File: src/rtl/borrow_lookahead_sub_pipe.sv
// Pipelined WIDTH-bit subtractor D = A - B - B_in, one GROUP-bit borrow-lookahead slice per stage.
// Define SUB_FLAGS_EN to compute and pipeline the V (signed overflow) and Z (zero) flags.
module borrow_lookahead_sub_pipe #(
  parameter int unsigned WIDTH = 16,
  parameter int unsigned GROUP = 4
) (
  input  logic             clk,
  input  logic             rst,
  input  logic             in_valid,
  output logic             in_ready,
  input  logic [WIDTH-1:0] A,
  input  logic [WIDTH-1:0] B,
  input  logic             B_in,
  output logic             out_valid,
  input  logic             out_ready,
  output logic [WIDTH-1:0] D,
  output logic             B_out,
  output logic             V,
  output logic             Z
);

  localparam int unsigned N = WIDTH / GROUP;

  // Group subtract: flattened sum-of-products borrows, returns {borrow_out, diff}
  function automatic logic [GROUP:0] grp_sub(input logic [GROUP-1:0] a,
                                             input logic [GROUP-1:0] b,
                                             input logic             bin);
    logic [GROUP-1:0] g;
    logic [GROUP-1:0] p;
    logic [GROUP:0]   bw;
    logic             term;
    g = ~a & b;
    p = ~(a ^ b);
    for (int unsigned j = 0; j <= GROUP; j++) begin
      term = bin;
      for (int unsigned m = 0; m < j; m++) term = term & p[m];
      bw[j] = term;
      for (int unsigned m = 0; m < j; m++) begin
        term = g[m];
        for (int unsigned q = m + 1; q < j; q++) term = term & p[q];
        bw[j] = bw[j] | term;
      end
    end
    return {bw[GROUP], a ^ b ^ bw[GROUP-1:0]};
  endfunction

  logic [N-1:0]     vld_q;
  logic [N-1:0]     brw_q;
  logic [WIDTH-1:0] a_q [N];
  logic [WIDTH-1:0] b_q [N];
  logic [WIDTH-1:0] d_q [N];

  logic [N-1:0]     cur_vld;
  logic [N-1:0]     cur_bin;
  logic [WIDTH-1:0] cur_a [N];
  logic [WIDTH-1:0] cur_b [N];
  logic [WIDTH-1:0] nxt_d [N];
  logic [GROUP:0]   grp   [N];
  logic             adv;

  assign adv      = ~vld_q[N-1] | out_ready;
  assign in_ready = adv & ~rst;

  // Stage k resolves group k from the beat held in rank k-1 (inputs for stage 0)
  always_comb begin
    cur_vld[0] = in_valid & in_ready;
    cur_bin[0] = B_in;
    cur_a[0]   = A;
    cur_b[0]   = B;
    nxt_d[0]   = '0;
    for (int unsigned k = 1; k < N; k++) begin
      cur_vld[k] = vld_q[k-1];
      cur_bin[k] = brw_q[k-1];
      cur_a[k]   = a_q[k-1];
      cur_b[k]   = b_q[k-1];
      nxt_d[k]   = d_q[k-1];
    end
    for (int unsigned k = 0; k < N; k++) begin
      grp[k] = grp_sub(cur_a[k][k*GROUP +: GROUP], cur_b[k][k*GROUP +: GROUP], cur_bin[k]);
      nxt_d[k][k*GROUP +: GROUP] = grp[k][GROUP-1:0];
    end
  end

  // One global advance moves every rank, bubbles included
  always_ff @(posedge clk) begin
    if (rst) begin
      vld_q <= '0;
      brw_q <= '0;
      for (int unsigned k = 0; k < N; k++) begin
        a_q[k] <= '0;
        b_q[k] <= '0;
        d_q[k] <= '0;
      end
    end else if (adv) begin
      vld_q <= cur_vld;
      for (int unsigned k = 0; k < N; k++) begin
        brw_q[k] <= grp[k][GROUP];
        a_q[k]   <= cur_a[k];
        b_q[k]   <= cur_b[k];
        d_q[k]   <= nxt_d[k];
      end
    end
  end

  assign out_valid = vld_q[N-1];
  assign D         = d_q[N-1];
  assign B_out     = brw_q[N-1];

`ifdef SUB_FLAGS_EN
  logic v_q;
  logic z_q;

  // Flags are formed as the last group completes, so they travel with the beat
  always_ff @(posedge clk) begin
    if (rst) begin
      v_q <= 1'b0;
      z_q <= 1'b0;
    end else if (adv) begin
      v_q <= (cur_a[N-1][WIDTH-1] ^ cur_b[N-1][WIDTH-1]) &
             (nxt_d[N-1][WIDTH-1] ^ cur_a[N-1][WIDTH-1]);
      z_q <= (nxt_d[N-1] == '0);
    end
  end

  assign V = v_q;
  assign Z = z_q;
`else
  assign V = 1'b0;
  assign Z = 1'b0;
`endif

endmodule

File: config.mk
export PLATFORM = sky130hd
export DESIGN_NAME = borrow_lookahead_sub_pipe
export DESIGN_NICKNAME = d
export VERILOG_FILES = /design/src/rtl/borrow_lookahead_sub_pipe.sv
export SDC_FILE = /design/constraint.sdc
export NUM_CORES = 1
export LEC_CHECK = 0
export CAP_MARGIN = 20
export CORE_MARGIN = 5
export CORE_UTILIZATION = 25
export CTS_CLUSTER_SIZE = 40
export DETAILED_ROUTE_END_ITERATION = 16
export HOLD_SLACK_MARGIN = 0.08
export PLACE_DENSITY = 0.46
export SYNTH_ARGS = -nofsm -noshare
export SYNTH_HDL_FRONTEND = slang
export SYNTH_SLANG_ARGS = --single-unit
File: constraint.sdc
create_clock -name clk -period 4.4 [get_ports clk]
set_input_delay 1.32 -clock clk [delete_from_list [all_inputs] [get_ports clk]]
set_output_delay 1.32 -clock clk [all_outputs]
set_load 0.05 [all_outputs]
# Yosys cells after proc, flatten, opt, wreduce, memory -nomap -nowiden
# Memory sizes are Yosys's and may differ from the RTL's.
# Cells that the tools add are included.
# word_totals
regBits,8
ram_bits,192
input_bits,37
output_inout_bits,21
word_cells,139
mem_count,3
# classes
mux,17
n_bitwise,117
# mem_list
memory,words,word_bits,rd,rd_ports_with_merged_regs,write_ports,line_no,rtl
a_q,4,16,3,0,4,49,logic [WIDTH-1:0] a_q [N];
b_q,4,16,3,0,4,50,logic [WIDTH-1:0] b_q [N];
d_q,4,16,4,0,4,51,logic [WIDTH-1:0] d_q [N];
# op_table
cell,count
2-to-1 mux 16 bit,12
bitwise OR 1 bit,53
bitwise AND 1 bit,42
inverter 4 bit,8
bitwise XOR 4 bit,8
bitwise AND 4 bit,4
2-to-1 mux 1 bit,5
inverter 1 bit,2

# Logic depth before layout (Yosys ltp)
# Gate-level depths: netlist (run 1).
# An unclocked memory read counts as a cell.
# depth
depth_word,11
depth_mapped,6
ltp_nobuf,6

# Least setup slack after synthesis (run 1)
# No wires, ideal clock.
# synth_path
path_type,input -> register
startpoint,in out_ready
endpoint,"mem a_q[0][10], enable pin"
setup_ps,442
arrival_time_ps,3356
required_ps,3958
slack_ps,602
stages,4
n_path_buf,1
path_cell_list,nand2b_4 -> buf_6 -> nor2_2 -> inv_1
# synth_rtl
item,line_no,rtl
"start, declared",15,"input logic out_ready,"
"end, declared",49,

# Worst setup path after layout (run 1)
# layout_path
startpoint,in out_ready
endpoint,out in_ready
# layout_between
elab_chain_cells,2
# layout_lines
item,line_no,rtl
bitwise OR 1 bit,61,assign adv = ~vld_q[N-1] | out_ready;
bitwise AND 1 bit,62,assign in_ready = adv & ~rst;
"end, declared",10,"output logic in_ready,"
# No other way between the ends.

==> results of run 1 <==
==> synth_stat cells, types with 5 or more instances <==
library cell,n
dfxtp_1,8
and3_1,76
or3_1,8
o21ai_0,8
a21oi_1,7
a21o_1,5
ha_1,20
edfxtp_1,88
inv_1,25
clkbuf_1,11
==> power by group <==
group	switching [mW]	leakage, nW	total [mW]	internal [mW]
sequential	0.0202	1.11	1.08	1.06
combinational	0.133	1.13	0.250	0.116
clock	0.321	0.147	0.814	0.493
==> sequential cells by signal, indices dropped and copies added (netlist names) <==
name and flops:
a_q 24, b_q 24, brw_q 4, d_q 40
vld_q 4
==> metal layers <==
| metal | routed length (um) | global-route usage [%] |
|---|---|---|
| met3 | 311 | 2.66 |
| met2 | 3740 | 13.1 |
| met1 | 3600 | 9.64 |
| met4 | 138 | 3.16 |
| met5 | 0 | 0 |
==> path summary, 6_finish.rpt <==
check / from / endpoint / cells past startpoint
worst max register to register: vld_q[3] / b_q[0][14] / 4
worst min-delay path: vld_q[0] / vld_q[0] / 1
worst max-delay path: out_ready / in_ready / 5
worst min register to register: vld_q[0] / vld_q[0] / 1
==> cell usage in the layout (no fill, tap or decap) <==
cell type	Yosys	final
nand2b_4	1	1
a21oi_1	7	7
clkinv_1	0	2
o21ai_0	8	8
buf_4	2	2
edfxtp_1	88	88
o21a_1	4	4
o211a_1	4	4
clkinvlp_4	0	1
bufinv_16	0	2
o2111a_1	4	4
nor2_2	1	1
a221o_1	4	4
nor2_1	4	4
buf_12	0	3
clkinv_2	0	1
ha_1	20	20
a21oi_2	1	1
inv_6	0	1
nand2_4	1	1
inv_2	2	2
a22o_1	3	3
clkbuf_16	0	9
and3_1	76	76
fa_1	4	4
conb_1	1	2
xnor2_1	4	4
dfxtp_1	8	8
a21o_1	5	5
or3_1	8	8
inv_1	25	24
clkdlybuf4s50_1	0	54
==> logic make-up after synthesis <==
| logic type | after synthesis | synth area share (%) |
|---|---|---|
| and+or+nand+nor | 91 | 13.4 |
| AOI/OAI and AO/OA | 40 | 7.12 |
| adders and majority gates | 24 | 7.77 |
| DFF | 96 | 65.9 |
| buffers and inverters | 47 | 4.83 |
| xor gates and xnor gates | 4 | 0.824 |
| other | 1 | 0.0882 |
==> worst reg2reg max path: cells and delay by family (launching register included) <==
family                 cells  cell delay (ns)
buffers and inverters      2             0.82
DFF                        1             0.40
and+or+nand+nor            2             0.44
==> cell type report <==
class,instances,area (um2)
clock inverter,6,83.8
inverter,27,103
tap,220,275
sequential,96,2800
clock buffer,9,225
multi-input combinational,161,1250
fill,1666,11300
timing repair buffer,59,616
==> through the flow <==
stage	total power [mW]	std cells	instance area (um2)	util [%]	setup WS, ns
2_1_floorplan	1.26	304	4260	-	0.602
3_3_place_gp	1.35	563	5040	30.3	0.635
5_1_grt	2.23	578	5350	32.2	0.558
6_report	2.14	578	5350	32.2	0.626
4_1_cts	2.17	578	5350	32.2	0.604
3_5_place_dp	1.35	563	5040	30.3	0.610
==> flow_metrics.py, run 1 <==
metrics = {
    "power": {
        "cellPowerDensity_nw_per_um2": 401,
        "leakagePower_nw": 2.39,
        "peakVddDrop_mv": 0.209,
    },
    "floorplanning": {
        "core_um2": 16600,
        "pin_count": 58,
        "die_area_um2": 19700,
        "die_w_um": 140,
        "start_util_pct": 25.5,
        "rows": 47,
        "die_h_um": 140,
    },
    "logic_synthesis": {
        "synth_flop_cell": "edfxtp_1",
        "synth_seq_cells": 96,
        "netlist_instances": 303,
        "yosysWarnings": 0,
        "synth_edf_count": 88,
        "synth_top_area_share_pct": 62.2,
        "synth_cell_types": 28,
        "avgSynthCellArea_um2": 14.0,
        "synthTopCellsByArea": "edfxtp_1 62%, and3_1 11%, ha_1 5.9%, dfxtp_1 3.8%, inv_1 2.2%",
        "async_flop_share_pct": 0,
        "netlist_area_um2": 4250,
        "seq_area_frac_synth_pct": 65.9,
        "synth_largest_area_cell": "edfxtp_1",
    },
    "setup_path": {
        "crit_family": "buffers and inverters",
        "cp_slowest_cell": "clkdlybuf4s50_1",
        "critical_path_class": "primary input to output pin",
        "cp_data_required_time_ns": 3.08,
        "worstPathArrival_ns": 2.45,
        "max_stage_delay_ns": 0.46,
        "critPathBufInv": 3,
        "cp_max_fo": 13,
        "r2r_slack_ns": 2.46,
        "critical_path.startpoint_type": "primary input",
        "path_cells": "clkdlybuf4s50_1 -> nand2b_4 -> nand2_4 -> inv_2 -> buf_12",
        "worstSetupEndpointType": "output pin",
    },
    "global_routing": {
        "gr-total-overflow": 0,
        "antenna_found_initial": 0,
        "grt.total_usage_pct": 7.95,
        "grt_pass1_vias": 2549,
        "grt_max_degree": 82,
        "grt_pass1_wl_um": 12400,
    },
    "final_layout": {
        "areaGrowthSynthToFinish_pct": 25.9,
        "num_antenna_cells": 0,
        "final_nets": 415,
        "drive_gt1_share_pct": 6.98,
    },
    "route": {
        "drt-wirelength-per-cell_um": 13.5,
        "drcViolationCount": 0,
        "drt_wl_total_um": 7790,
        "first_pass_iters": 4,
        "ant_nets": 0,
        "vias": 2483,
        "vias_per_cell": 4.30,
        "drt_iter0_markers": 188,
    },
    "sta": {
        "slew_headroom_pct": 54.8,
        "finClkSkew_ns": 0.00731,
        "period_minus_slack_ns": 3.77,
        "worst_slew_pin_slew_ns": 0.678,
        "hold_viol": 0,
        "rsz0062_at_grt": "no",
        "tns_ns": 0,
        "fmax_mhz": 265,
        "slew_violations": 0,
        "holdWs_ns": 0.483,
        "fin_crit_sh_pct": 85.8,
        "setup_viol": 0,
    },
    "cts": {
        "cts_tree": "done",
        "cts_root_buffer": "clkbuf_16",
        "ctsResizeCount": 0,
        "cts_buffers": 9,
        "htreeDepth": 3,
        "cts_sinks": 96,
        "clkSlewWorstSetupHoldPaths_ns": 0.06,
        "cts_setup_buffers": 0,
        "clk_path_buf_depth": 2,
        "clk-insertion-delay-late_ns": 0.34,
        "ctsHoldBuffers": 0,
    },
    "place": {
        "numPortBuffers": 55,
        "place.gp.congestion": 0.749,
        "dp_hpwl_um": 4840,
    },
    "job": {
        "cap_violations": 0,
    },
    "outcome": {
        "status": "finished, final reports clean",
    },
    "worst_hold_path": {
        "hp-class": "register to register",
    },
}
No activity file was read; power rests on OpenSTA's default activity.
==> run 2, diff against run 1 <==
--- a/config.mk
+++ b/config.mk
@@ -5,7 +5,7 @@
 export SDC_FILE = /design/constraint.sdc
 export NUM_CORES = 1
 export LEC_CHECK = 0
-export CAP_MARGIN = 20
+export ABC_CLOCK_PERIOD_IN_PS = 4050
 export CORE_MARGIN = 5
 export CORE_UTILIZATION = 25
 export CTS_CLUSTER_SIZE = 40
==> constraint.sdc (replaced) <==
create_clock -name clk -period 4.05 [get_ports clk]
set_input_delay 1.215 -clock clk [delete_from_list [all_inputs] [get_ports clk]]
set_output_delay 1.215 -clock clk [all_outputs]
set_load 0.05 [all_outputs]
==> run 2 against run 1 <==
Effect of this change: power up 12%; first-iteration DRC count down 50%; worst setup slack worse by 0.13 ns; clock power up 19%; register-to-register slack worse by 0.28 ns; clock skew down 0.00069 ns; sequential cell count unchanged; via count down 1.7%; worst hold slack worse by 0.0078 ns; sequential power up 8%; cell area up 0.51%; critical path type unchanged; largest cell class unchanged.
==> flow_metrics.py, run 2 (same netlist as run 1, synthesis figures left out) <==
metrics = {
    "outcome": {
        "status": "finished, final reports clean",
    },
    "sta": {
        "period_minus_slack_ns": 3.55,
        "rsz0062_at_grt": "no",
        "slew_headroom_pct": 55.5,
        "fmax_mhz": 281,
        "setup_viol": 0,
        "finClkSkew_ns": 0.00662,
        "worst_slew_pin_slew_ns": 0.668,
        "hold_viol": 0,
        "slew_violations": 0,
        "fin_crit_sh_pct": 87.8,
        "tns_ns": 0,
    },
    "worst_hold_path": {
        "hold-path-endpoint": "vld_q[0]",
        "worstHoldStart": "vld_q[0]",
        "whs_path_depth": 1,
        "hp-class": "register to register",
    },
    "cts": {
        "clkSlewWorstSetupHoldPaths_ns": 0.07,
        "cts_setup_buffers": 0,
        "ctsHoldBuffers": 0,
        "cts_buffers": 9,
        "ctsResizeCount": 0,
        "clk_path_buf_depth": 2,
        "htreeDepth": 3,
        "clk-insertion-delay-late_ns": 0.34,
        "cts_root_buffer": "clkbuf_16",
        "cts_tree": "done",
        "cts_sinks": 96,
    },
    "route": {
        "vias_per_cell": 4.21,
        "drcViolationCount": 0,
        "vias": 2441,
        "first_pass_iters": 4,
        "drt_iter0_markers": 94,
        "drt-wirelength-per-cell_um": 13.2,
        "drt_wl_total_um": 7670,
        "ant_nets": 0,
    },
    "final_layout": {
        "final_common_cell": "edfxtp_1",
        "largestRegisters": "d_q x40, a_q x24, b_q x24",
        "drive_gt1_share_pct": 7.78,
        "nFillCells": 1624,
        "largest_reg_flops": 40,
        "num_antenna_cells": 0,
        "top_register": "d_q",
        "finalNonFillerCells": 580,
        "final_nets": 416,
        "register_area_um2": 2800,
        "fin_area_um2": 5380,
        "areaGrowthSynthToFinish_pct": 26.5,
        "multi_input_comb_area_um2": 1250,
        "final_cell_mix": "88 x edfxtp_1, 76 x and3_1, 54 x clkdlybuf4s50_1",
    },
    "floorplanning": {
        "die_w_um": 140,
        "die_h_um": 140,
        "core_um2": 16600,
        "pin_count": 58,
        "die_area_um2": 19700,
        "start_util_pct": 25.5,
        "rows": 47,
    },
    "global_routing": {
        "grt_pass1_vias": 2467,
        "gr-total-overflow": 0,
        "grt.total_usage_pct": 8.08,
        "antenna_found_initial": 1,
        "grt_pass1_wl_um": 12400,
        "grt_max_degree": 82,
    },
    "setup_path": {
        "path_cells": "clkdlybuf4s50_1 -> nand2b_4 -> nand2_4 -> inv_2 -> buf_12",
        "cp_max_fo": 13,
        "r2r_cells": 5,
        "r2r_end": "d_q[2][11]",
        "max_stage_delay_ns": 0.46,
        "cp_slowest_cell": "clkdlybuf4s50_1",
        "crit_start": "out_ready",
        "r2r_slack_ns": 2.18,
        "critical_path.startpoint_type": "primary input",
        "r2r_start": "b_q[0][24]",
        "cp_data_required_time_ns": 2.83,
        "worstSetupEndpointType": "output pin",
        "critical_path_class": "primary input to output pin",
        "worstPathArrival_ns": 2.34,
    },
    "power": {
        "peakVddDrop_mv": 0.202,
        "cellPowerDensity_nw_per_um2": 448,
        "totalPowerFinal_mw": 2.41,
        "leakagePower_nw": 2.41,
    },
    "place": {
        "place_inst": 564,
        "numPortBuffers": 55,
        "dpl-instance-area_um2": 5040,
        "dp_hpwl_um": 4850,
        "place.gp.congestion": 0.754,
    },
    "job": {
        "cap_violations": 0,
    },
}
[run 2: metrics by stage]
step           setup slack, ns  util [%]  hold slack, ns
6_report                 0.496      32.3           0.476
5_1_grt                  0.437      32.3           0.500
4_1_cts                  0.475      32.3           0.479
3_5_place_dp             0.475      30.3           0.461
3_3_place_gp             0.503      30.3           0.461
2_1_floorplan            0.357         -           0.427
[run 2: worst max-delay path: cells and delay by family]
family / cells / cell delay, ns
buffers and inverters: 3 / 0.84
and+or+nand+nor: 2 / 0.28
[run 2: report_power, final]
part | switching (mW) | leakage, nW | internal (mW) | total (mW)
Clock | 0.365 | 0.168 | 0.605 | 0.969
Combinational | 0.143 | 1.13 | 0.125 | 0.269
Sequential | 0.0201 | 1.11 | 1.15 | 1.17
[run 2: per-layer routing]
metal | routed length (um) | global-route usage, %
met3 | 501 | 4.09
met2 | 3720 | 12.8
met4 | 147 | 3.16
met5 | 20 | 0
met1 | 3280 | 9.33
[run 2: layout make-up]
type | instances | share of cell area (%)
inverters | 27 | 1.91
well taps | 220 | 5.12
repair buffers | 60 | 11.3
flip-flops and latches | 96 | 52.1
multi-input cells | 161 | 23.2
clock buffers | 9 | 4.19
clock inverters | 7 | 2.16
[run 2: how the worst max path moves through the flow]
stage / to / slack, ns
floorplan: a_q[0][10] / 0.36
global placement: in_ready / 0.50
detailed placement: in_ready / 0.47
CTS: in_ready / 0.47
global route: in_ready / 0.44
finish: in_ready / 0.50
